`config.mk`:
```
export PLATFORM = sky130hd
export DESIGN_NAME = ksa
export DESIGN_NICKNAME = d
export VERILOG_FILES = /design/src/rtl/arc4_pkg.sv /design/src/rtl/ksa.sv
export SDC_FILE = /design/constraint.sdc
export NUM_CORES = 1
export LEC_CHECK = 0
export ABC_AREA = 1
export ABC_CLOCK_PERIOD_IN_PS = 2300
export CAP_MARGIN = 0
export CORE_MARGIN = 2
export CORE_UTILIZATION = 48
export DETAILED_ROUTE_END_ITERATION = 7
export PLACE_DENSITY = 0.81
export SYNTH_ARGS = -nofsm -noshare
export SYNTH_HDL_FRONTEND = slang
export SYNTH_SLANG_ARGS = --single-unit
```
`constraint.sdc`:
```
create_clock -name clk -period 2.3 [get_ports clk]
set_clock_uncertainty 0.05 [all_clocks]
set_input_delay 0.46 -clock clk [delete_from_list [all_inputs] [get_ports clk]]
set_output_delay 0.46 -clock clk [all_outputs]
set_load 0.1 [all_outputs]
```
`src/rtl/arc4_pkg.sv`:
```
// Shared ARC4 definitions used by the init, ksa and prga stages.
// Holds the key/S-array geometry and the key-scheduling state encoding.
package arc4_pkg;

  localparam int KEY_W   = 24;
  localparam int S_DEPTH = 256;

  typedef enum logic [2:0] {
    KSA_IDLE,
    KSA_RDI,
    KSA_WTI,
    KSA_RDJ,
    KSA_WTJ,
    KSA_WRI,
    KSA_WRJ
  } ksa_state_e;

endpackage

```
`src/rtl/ksa.sv`:
```
// ARC4 key-scheduling pass over an externally owned 256x8 S memory.
// One swap per six-cycle iteration: read S[i], read S[j], write both.
module ksa #(
  parameter int KEY_W   = arc4_pkg::KEY_W,
  parameter int S_DEPTH = arc4_pkg::S_DEPTH
) (
  input  logic             clk,
  input  logic             rst,
  input  logic             en,
  output logic             rdy,
  input  logic [KEY_W-1:0] key,
  output logic [7:0]       addr,
  input  logic [7:0]       rddata,
  output logic [7:0]       wrdata,
  output logic             wren
);

  import arc4_pkg::*;

  localparam logic [7:0] LAST_I = 8'(S_DEPTH - 1);

  ksa_state_e       state_q, state_d;
  logic [7:0]       i_q, i_d;
  logic [7:0]       j_q, j_d;
  logic [7:0]       si_q, si_d;
  logic [7:0]       sj_q, sj_d;
  logic [1:0]       ksel_q, ksel_d;
  logic [KEY_W-1:0] key_q, key_d;
  logic [7:0]       key_byte;

  // ksel tracks i mod 3 incrementally, avoiding a modulo-3 divider on i.
  always_comb begin
    unique case (ksel_q)
      2'd0:    key_byte = key_q[KEY_W-1 -: 8];
      2'd1:    key_byte = key_q[KEY_W-9 -: 8];
      default: key_byte = key_q[7:0];
    endcase
  end

  always_ff @(posedge clk) begin
    if (rst) begin
      state_q <= KSA_IDLE;
      i_q     <= '0;
      j_q     <= '0;
      si_q    <= '0;
      sj_q    <= '0;
      ksel_q  <= '0;
      key_q   <= '0;
    end else begin
      state_q <= state_d;
      i_q     <= i_d;
      j_q     <= j_d;
      si_q    <= si_d;
      sj_q    <= sj_d;
      ksel_q  <= ksel_d;
      key_q   <= key_d;
    end
  end

  always_comb begin
    state_d = state_q;
    i_d     = i_q;
    j_d     = j_q;
    si_d    = si_q;
    sj_d    = sj_q;
    ksel_d  = ksel_q;
    key_d   = key_q;
    rdy     = 1'b0;
    addr    = '0;
    wrdata  = '0;
    wren    = 1'b0;

    unique case (state_q)
      KSA_IDLE: begin
        rdy = 1'b1;
        if (en) begin
          state_d = KSA_RDI;
          key_d   = key;
          i_d     = '0;
          j_d     = '0;
          ksel_d  = '0;
        end
      end
      KSA_RDI: begin
        addr    = i_q;
        state_d = KSA_WTI;
      end
      KSA_WTI: begin
        si_d    = rddata;
        j_d     = j_q + rddata + key_byte;
        state_d = KSA_RDJ;
      end
      KSA_RDJ: begin
        addr    = j_q;
        state_d = KSA_WTJ;
      end
      KSA_WTJ: begin
        sj_d    = rddata;
        state_d = KSA_WRI;
      end
      KSA_WRI: begin
        addr    = i_q;
        wrdata  = sj_q;
        wren    = 1'b1;
        state_d = KSA_WRJ;
      end
      KSA_WRJ: begin
        addr   = j_q;
        wrdata = si_q;
        wren   = 1'b1;
        if (i_q == LAST_I) begin
          state_d = KSA_IDLE;
        end else begin
          i_d     = i_q + 8'd1;
          ksel_d  = (ksel_q == 2'd2) ? 2'd0 : ksel_q + 2'd1;
          state_d = KSA_RDI;
        end
      end
      default: state_d = KSA_IDLE;
    endcase
  end

endmodule

```
==> results of run 1 <==
==> sequential cells by signal, indices dropped and copies added, names as in the netlist <==
| register | cells |
|---|---|
| i_q | 8 |
| j_q | 8 |
| key_q | 24 |
| ksel_q | 2 |
| si_q | 8 |
| sj_q | 8 |
| state_q | 3 |
==> final cells by class <==
cell class	instances	area, um2	area share [%]
timing repair buffer	79	923	20.7
clock inverter	6	86.3	1.93
inverter	47	184	4.11
sequential	61	1230	27.5
tap	77	96.3	2.16
multi-input combinational	293	1810	40.6
clock buffer	10	138	3.08
==> logic make-up after synthesis <==
family	after synthesis	share of synthesized area, %
xor+xnor	1	0.280
flops	61	39.0
fa+ha+maj	15	7.91
buf+inv	64	8.39
compound gates	113	20.9
simple gates	164	23.5
==> where the power goes <==
part	switching [uW]	internal (uW)
Clock	444	637
Sequential	56.9	1150
Combinational	495	371
Total	996	2160
==> cell usage in the layout, fill, tap and decap left out, types with 2 or more instances in the layout <==
master	count
sky130_fd_sc_hd__clkinv_2	2
sky130_fd_sc_hd__nand3b_1	2
sky130_fd_sc_hd__nand4_1	5
sky130_fd_sc_hd__clkbuf_8	10
sky130_fd_sc_hd__a21oi_1	49
sky130_fd_sc_hd__nand3_1	15
sky130_fd_sc_hd__o221ai_4	2
sky130_fd_sc_hd__nor2_4	4
sky130_fd_sc_hd__o22ai_2	3
sky130_fd_sc_hd__buf_12	19
sky130_fd_sc_hd__fa_1	7
sky130_fd_sc_hd__nor2_2	3
sky130_fd_sc_hd__nor3_1	7
sky130_fd_sc_hd__nand2_1	82
sky130_fd_sc_hd__dfxtp_2	4
sky130_fd_sc_hd__a32o_1	8
sky130_fd_sc_hd__inv_2	4
sky130_fd_sc_hd__o21ai_0	36
sky130_fd_sc_hd__o221ai_1	3
sky130_fd_sc_hd__buf_6	2
sky130_fd_sc_hd__nor3_2	2
sky130_fd_sc_hd__ha_4	3
sky130_fd_sc_hd__nand2_4	3
sky130_fd_sc_hd__o21ai_1	5
sky130_fd_sc_hd__ha_1	3
sky130_fd_sc_hd__bufinv_16	2
sky130_fd_sc_hd__nor2_1	32
sky130_fd_sc_hd__dfxtp_1	56
sky130_fd_sc_hd__o221ai_2	2
sky130_fd_sc_hd__nand2_2	3
sky130_fd_sc_hd__clkdlybuf4s50_1	34
sky130_fd_sc_hd__buf_4	24
sky130_fd_sc_hd__or2_2	2
sky130_fd_sc_hd__inv_1	41
==> critical path, cell delays in order (launching register included) <==
cell and delay [ns]:
sky130_fd_sc_hd__dfxtp_4 0.37, sky130_fd_sc_hd__inv_6 0.10, sky130_fd_sc_hd__buf_12 0.13, sky130_fd_sc_hd__o221ai_1 0.20
sky130_fd_sc_hd__fa_1 0.56, sky130_fd_sc_hd__inv_1 0.07, sky130_fd_sc_hd__fa_2 0.43, sky130_fd_sc_hd__o21bai_1 0.18
sky130_fd_sc_hd__or2_2 0.13, sky130_fd_sc_hd__nand3_1 0.08, sky130_fd_sc_hd__a21oi_2 0.13
==> routing by layer <==
| metal | vias up | wire [um] | GRT usage, % |
|---|---|---|---|
| li1 | 1541 | - | - |
| met1 | 1471 | 3550 | 28.3 |
| met2 | 123 | 4360 | 43.5 |
| met3 | 23 | 470 | 5.01 |
| met4 | 0 | 166 | 7.65 |
| met5 | - | 0 | 0 |
==> per-stage QoR <==
step / std cells / utilization, %
finish: 573 / 70.8
global route: 573 / 70.8
CTS: 572 / 70.3
detailed placement: 555 / 65.1
global placement: 555 / 65.1
floorplan: 418 / -
==> how the worst min path moves through the flow <==
stage / end / slack [ns] / cells after the start
after CTS: key_q[0]$_SDFFE_PP0P_ / 0.41 / 2
after detailed placement: key_q[19]$_SDFFE_PP0P_ / 0.40 / 2
after global placement: key_q[16]$_SDFFE_PP0P_ / 0.39 / 2
final: key_q[4]$_SDFFE_PP0P_ / 0.41 / 2
after floorplan: key_q[16]$_SDFFE_PP0P_ / 0.38 / 2
after global routing: key_q[4]$_SDFFE_PP0P_ / 0.43 / 2
==> what timing repair did <==
item | 4_1_cts | 5_1_grt
cloned | 0 | 0
gates resized for setup | 20 | 7
setup endpoints to repair | 6 | 22
pin swaps | 11 | 7
buffers inserted | 2 | 1
==> qor.txt, run 1 <==
Failing checks: negative setup slack
HPWL after DPL: 6.19 mm
Antenna violations before repair: 0
Crit-path max FO: 5
Top-level I/O count: 53
Unrepaired setup endpoints after global routing: yes
Clock period minus final worst setup slack: 2.49 ns
Fillers: 493
Placer's final routability congestion estimate: 0.884
Core outline area: 0.00631 mm2
Die area: 0.00719 mm2
Number of storage elements in the synthesis netlist: 61
Synthesized Nets: 468
CP arrival: 2.72 ns
Worst voltage drop across the vdd grid: 496 uV
Vertical die dimension: 84.8 um
Maximum level of the CTS H-tree: 3
Startpoint class of the critical path: flip-flop
Pin slew with the least headroom to its limit: 0.420 ns
Post-synthesis sequential area ratio: 39.0%
Max-Cap Viols: 0
Ranking of synthesized cells by instance count: sky130_fd_sc_hd__nand2_1, sky130_fd_sc_hd__dfxtp_1, sky130_fd_sc_hd__a21oi_1, sky130_fd_sc_hd__inv_1, sky130_fd_sc_hd__o21ai_0
Fin nets: 541
Critical path startpoint: ksel_q[1]$_SDFFE_PP0P_
Final hold vios: 0
Total routing usage reported by global routing: 24.0%
Overflow left after global routing: 0
Total negative slack for setup checks: -0.726 ns
Antenna violation net count after detailed routing: 0
Via density per instance: 5.51
Synthesized area per cell: 7.50 um2
Result of the run: finished with violations
Highest achievable clock rate: 401 MHz
Source-to-sink clock delay at the later pin of the worst-skew pair: 0.34 ns
Average wire length per cell after detail routing: 14.9 um
Reg2Reg Launch Point: ksel_q[1]$_SDFFE_PP0P_
Largest buffer count on any clock path: 2
Post-placement setup slack: -0.388 ns
Endpoint of the most critical setup path: j_q[5]$_SDFFE_PP0P_
Async SR Flop Fraction: 0%
Number of cells traversed by the worst register-to-register path: 10
Crit path kind: flip-flop to flip-flop
Number of distinct library cell variants in the gate-level netlist after synthesis: 35
Internal reg-to-reg setup slack: -0.19 ns
Start point of the worst hold path: key_q[4]$_SDFFE_PP0P_
Vias after detailed routing: 3158
Most used standard cell by instance count after synthesis: sky130_fd_sc_hd__nand2_1
Vias in the first global route: 2998
Count of inserted antenna diode cells: 0
Worst path setup slack after routing: -0.194 ns
Number of warning messages in the yosys log: 0
Number of hold buffers added after CTS: 0
Ratio of total power to cell area: 706 mW/mm2
Port buffer count: 52
Post-layout instance area: 0.00447 mm2
Top cell type by total area after synthesis: sky130_fd_sc_hd__dfxtp_1
Final Setup Violations: 6
Worst reg2reg path endpoint: j_q[5]$_SDFFE_PP0P_
Number of clock buffers inserted by TritonCTS: 9
Number of flops mapped to enable cells by yosys: 0
Most used flip-flop cell after synthesis: sky130_fd_sc_hd__dfxtp_1
Post-Synthesis Cell Area: 0.00313 mm2
LEAKAGE: 0.00179 uW
Cell count after synthesis: 418
Initial core utilization: 49.6%
Area post-placement: 0.00411 mm2
Initial drt markers: 233
TritonCTS clock tree: built
Signed area change from the synthesized netlist to the final layout: 42.7%
Total Wirelength: 8.54 mm
Crit share post-route: 108%
DR DRC count: 0
Crit path required time: 2.53 ns
Initial DRT Pass Iterations: 5
Clock Sinks: 61
Overall power: 3150 uW
Category of the worst setup path capture point: flip-flop
Class of the tightest hold or removal check: flip-flop to flip-flop
Post-synth top area share: 39.0%
Top post-synthesis cells by area: sky130_fd_sc_hd__dfxtp_1, sky130_fd_sc_hd__nand2_1, sky130_fd_sc_hd__a21oi_1
Wire length of the first global-routing pass: 13.8 mm
Clock transition at the register clock pins on the worst setup and hold paths after CTS: 0.07 ns
Headroom to the max-slew limit: 71.9%
Final Max Tran Viols: 0
Largest net degree at the start of global routing: 25
Die X-Extent: 84.8 um
Smallest hold slack: 0.409 ns
Share of final-layout standard cells stronger than drive strength 1: 21.4%
Num rows: 29
CTS root buffer: sky130_fd_sc_hd__clkbuf_8
No activity file was read; power rests on OpenSTA's default activity.
==> run 2: changes to the inputs <==
--- a/config.mk
+++ b/config.mk
@@ -8,7 +8,7 @@
 export ABC_AREA = 1
 export ABC_CLOCK_PERIOD_IN_PS = 2300
 export CAP_MARGIN = 0
-export CORE_MARGIN = 2
+export CORE_MARGIN = 3
 export CORE_UTILIZATION = 48
 export DETAILED_ROUTE_END_ITERATION = 7
 export PLACE_DENSITY = 0.81
==> run 2 against run 1 <==
Effect of this change: the flow still finishes with violations (negative setup slack); sequential power about the same; fmax is 2.0% lower; worst setup slack lost 0.052 ns; clock power up 13%; largest power group is now the clock network; cell count grew 0.17%; power is 5.9% higher.
==> qor.txt, run 2 (same netlist as run 1, synthesis figures left out) <==
TritonCTS clock tree: built
Register share of total power: 36.2%
Number of clock buffers inserted by TritonCTS: 9
Port buffer count: 52
Top library cells by usage in the layout, fill and taps aside: sky130_fd_sc_hd__nand2_1, sky130_fd_sc_hd__dfxtp_1, sky130_fd_sc_hd__a21oi_1
Vias after detailed routing: 3144
Largest net degree at the start of global routing: 33
Worst path setup slack after routing: -0.245 ns
Share of total power consumed by net switching: 29.7%
Total Wirelength: 8.81 mm
Unrepaired setup endpoints after global routing: yes
Number of placed instances with taps included: 548
Final Non-Filler Cells: 574
Smallest hold slack: 0.423 ns
Top-level I/O count: 53
Signed area change from the synthesized netlist to the final layout: 46.2%
Via density per instance: 5.48
Fin nets: 544
Num rows: 28
Max-Cap Viols: 0
Internal power of the cells: 2350 uW
Power share of the clock group: 36.6%
Pin slew with the least headroom to its limit: 0.336 ns
Clock transition at the register clock pins on the worst setup and hold paths after CTS: 0.07 ns
Category of the worst setup path capture point: flip-flop
Register with the highest flop count: key_q
Maximum cell stage delay along the critical path: 0.54 ns
Initial DRT Pass Iterations: 4
Initial core utilization: 51.1%
Crit path required time: 2.48 ns
Class of the tightest hold or removal check: flip-flop to flip-flop
Die area: 0.00753 mm2
Post-layout instance area: 0.00458 mm2
CP max stage cell: sky130_fd_sc_hd__fa_1
Initial drt markers: 189
Crit share post-route: 111%
Source-to-sink clock delay at the later pin of the worst-skew pair: 0.35 ns
Combinational group share of total power: 27.2%
Headroom to the max-slew limit: 77.6%
Chain of cells forming the critical path: inv_8, buf_4, o221ai_4, fa_1, ha_2, inv_2, fa_2, nor3_4, nor2_2, inv_1, nand2_1, nand3_1, a21oi_2
Critical path startpoint: ksel_q[1]$_SDFFE_PP0P_
Clock Sinks: 61
Clock period minus final worst setup slack: 2.55 ns
Antenna violation net count after detailed routing: 0
Failing checks: negative setup slack
DR DRC count: 0
Vias in the first global route: 3138
Maximum level of the CTS H-tree: 3
Max FFs per register: 24
Reg2Reg Launch Point: ksel_q[1]$_SDFFE_PP0P_
Ratio of total power to cell area: 729 mW/mm2
Vertical die dimension: 86.8 um
Count of inserted antenna diode cells: 0
Share of final-layout standard cells stronger than drive strength 1: 24.0%
Wire length of the first global-routing pass: 14.0 mm
Final hold vios: 0
Die X-Extent: 86.8 um
Antenna violations before repair: 0
Most common library cell in the layout ignoring fill and taps: sky130_fd_sc_hd__nand2_1
Highest achievable clock rate: 393 MHz
Total routing usage reported by global routing: 23.9%
Placer's final routability congestion estimate: 0.892
Result of the run: finished with violations
Core outline area: 0.00613 mm2
HPWL after DPL: 6.05 mm
Final Max Tran Viols: 0
Overflow left after global routing: 0
Area post-placement: 0.00406 mm2
Startpoint class of the critical path: flip-flop
Start point of the worst hold path: key_q[10]$_SDFFE_PP0P_
Number of hold buffers added after CTS: 0
Largest buffer count on any clock path: 2
Average wire length per cell after detail routing: 15.3 um
LEAKAGE: 0.00181 uW
Crit path kind: flip-flop to flip-flop
Crit-path max FO: 6
CTS root buffer: sky130_fd_sc_hd__clkbuf_8
Switch Pwr: 992 uW
Worst voltage drop across the vdd grid: 524 uV
Final Setup Violations: 6
CP arrival: 2.72 ns
## run 2: cell count changes in the layout (fill, tap and decap cells not counted), sizes merged
cell and delta:
buf +3, clkbuf +3, clkinv -3, bufinv +1, clkinvlp -1
## run 2: metal layers
metal | track usage [%] | part of all wire (%)
met1 | 27.8 | 40
met5 | 0 | 0
met3 | 6.65 | 5.9
met4 | 9.63 | 3.4
met2 | 41.3 | 51
## run 2: final timing paths
| kind | depth (start not counted) | endpoint | slack, ns |
|---|---|---|---|
| worst min register to register | 2 | key_q[10]$_SDFFE_PP0P_ | 0.42 |
| worst max register to register | 13 | j_q[7]$_SDFFE_PP0P_ | -0.25 |
| worst max-delay path | 13 | j_q[7]$_SDFFE_PP0P_ | -0.25 |
| worst min-delay path | 2 | key_q[10]$_SDFFE_PP0P_ | 0.42 |
## run 2: power by group through the flow
stage                     combinational (uW)  clock [uW]  sequential [uW]
final                                    908        1220             1210
after global routing                     998        1280             1220
after CTS                                812        1240             1200
after detailed placement                 777           0             1230
after global placement                   744           0             1220
after floorplan                          533           0             1210
## run 2: critical path, delay by kind of cell, from the launching register on
| family | cells | cell delay (ns) |
|---|---|---|
| DFF | 1 | 0.38 |
| buffers and inverters | 4 | 0.31 |
| adders and majority gates | 3 | 1.11 |
| and+or+nand+nor | 4 | 0.40 |
| AOI/OAI and AO/OA | 2 | 0.19 |
## run 2: layout make-up
class / instances / area, um2
sequential: 61 / 1230
tap: 75 / 93.8
clock buffer: 13 / 169
clock inverter: 3 / 90.1
inverter: 47 / 186
timing repair buffer: 82 / 938
multi-input combinational: 293 / 1870
fill: 441 / 1550
## run 2: through the flow
step           TNS (ns)  total power (uW)  util (%)  setup slack [ns]
2_1_floorplan     -1.42              1740         -            -0.329
3_3_place_gp      -1.65              1970      66.1            -0.349
3_5_place_dp      -2.07              2000      66.1            -0.453
4_1_cts          -0.634              3250      72.4            -0.167
5_1_grt           -1.51              3500      74.7            -0.305
6_report         -0.833              3340      74.7            -0.245
## run 2: repair_timing
item | in CTS | in global routing
pin swaps | 7 | 10
setup endpoints to repair | 12 | 22
gates resized for setup | 12 | 27
setup buffers | 7 | 4
==> run 3: changes to the inputs <==
--- a/config.mk
+++ b/config.mk
@@ -10,6 +10,7 @@
 export CAP_MARGIN = 0
 export CORE_MARGIN = 3
 export CORE_UTILIZATION = 48
+export CTS_CLUSTER_DIAMETER = 200
 export DETAILED_ROUTE_END_ITERATION = 7
 export PLACE_DENSITY = 0.81
 export SYNTH_ARGS = -nofsm -noshare
==> results of run 3 <==
Same layout as run 2: the final DEF is identical, and so are final timing and power.
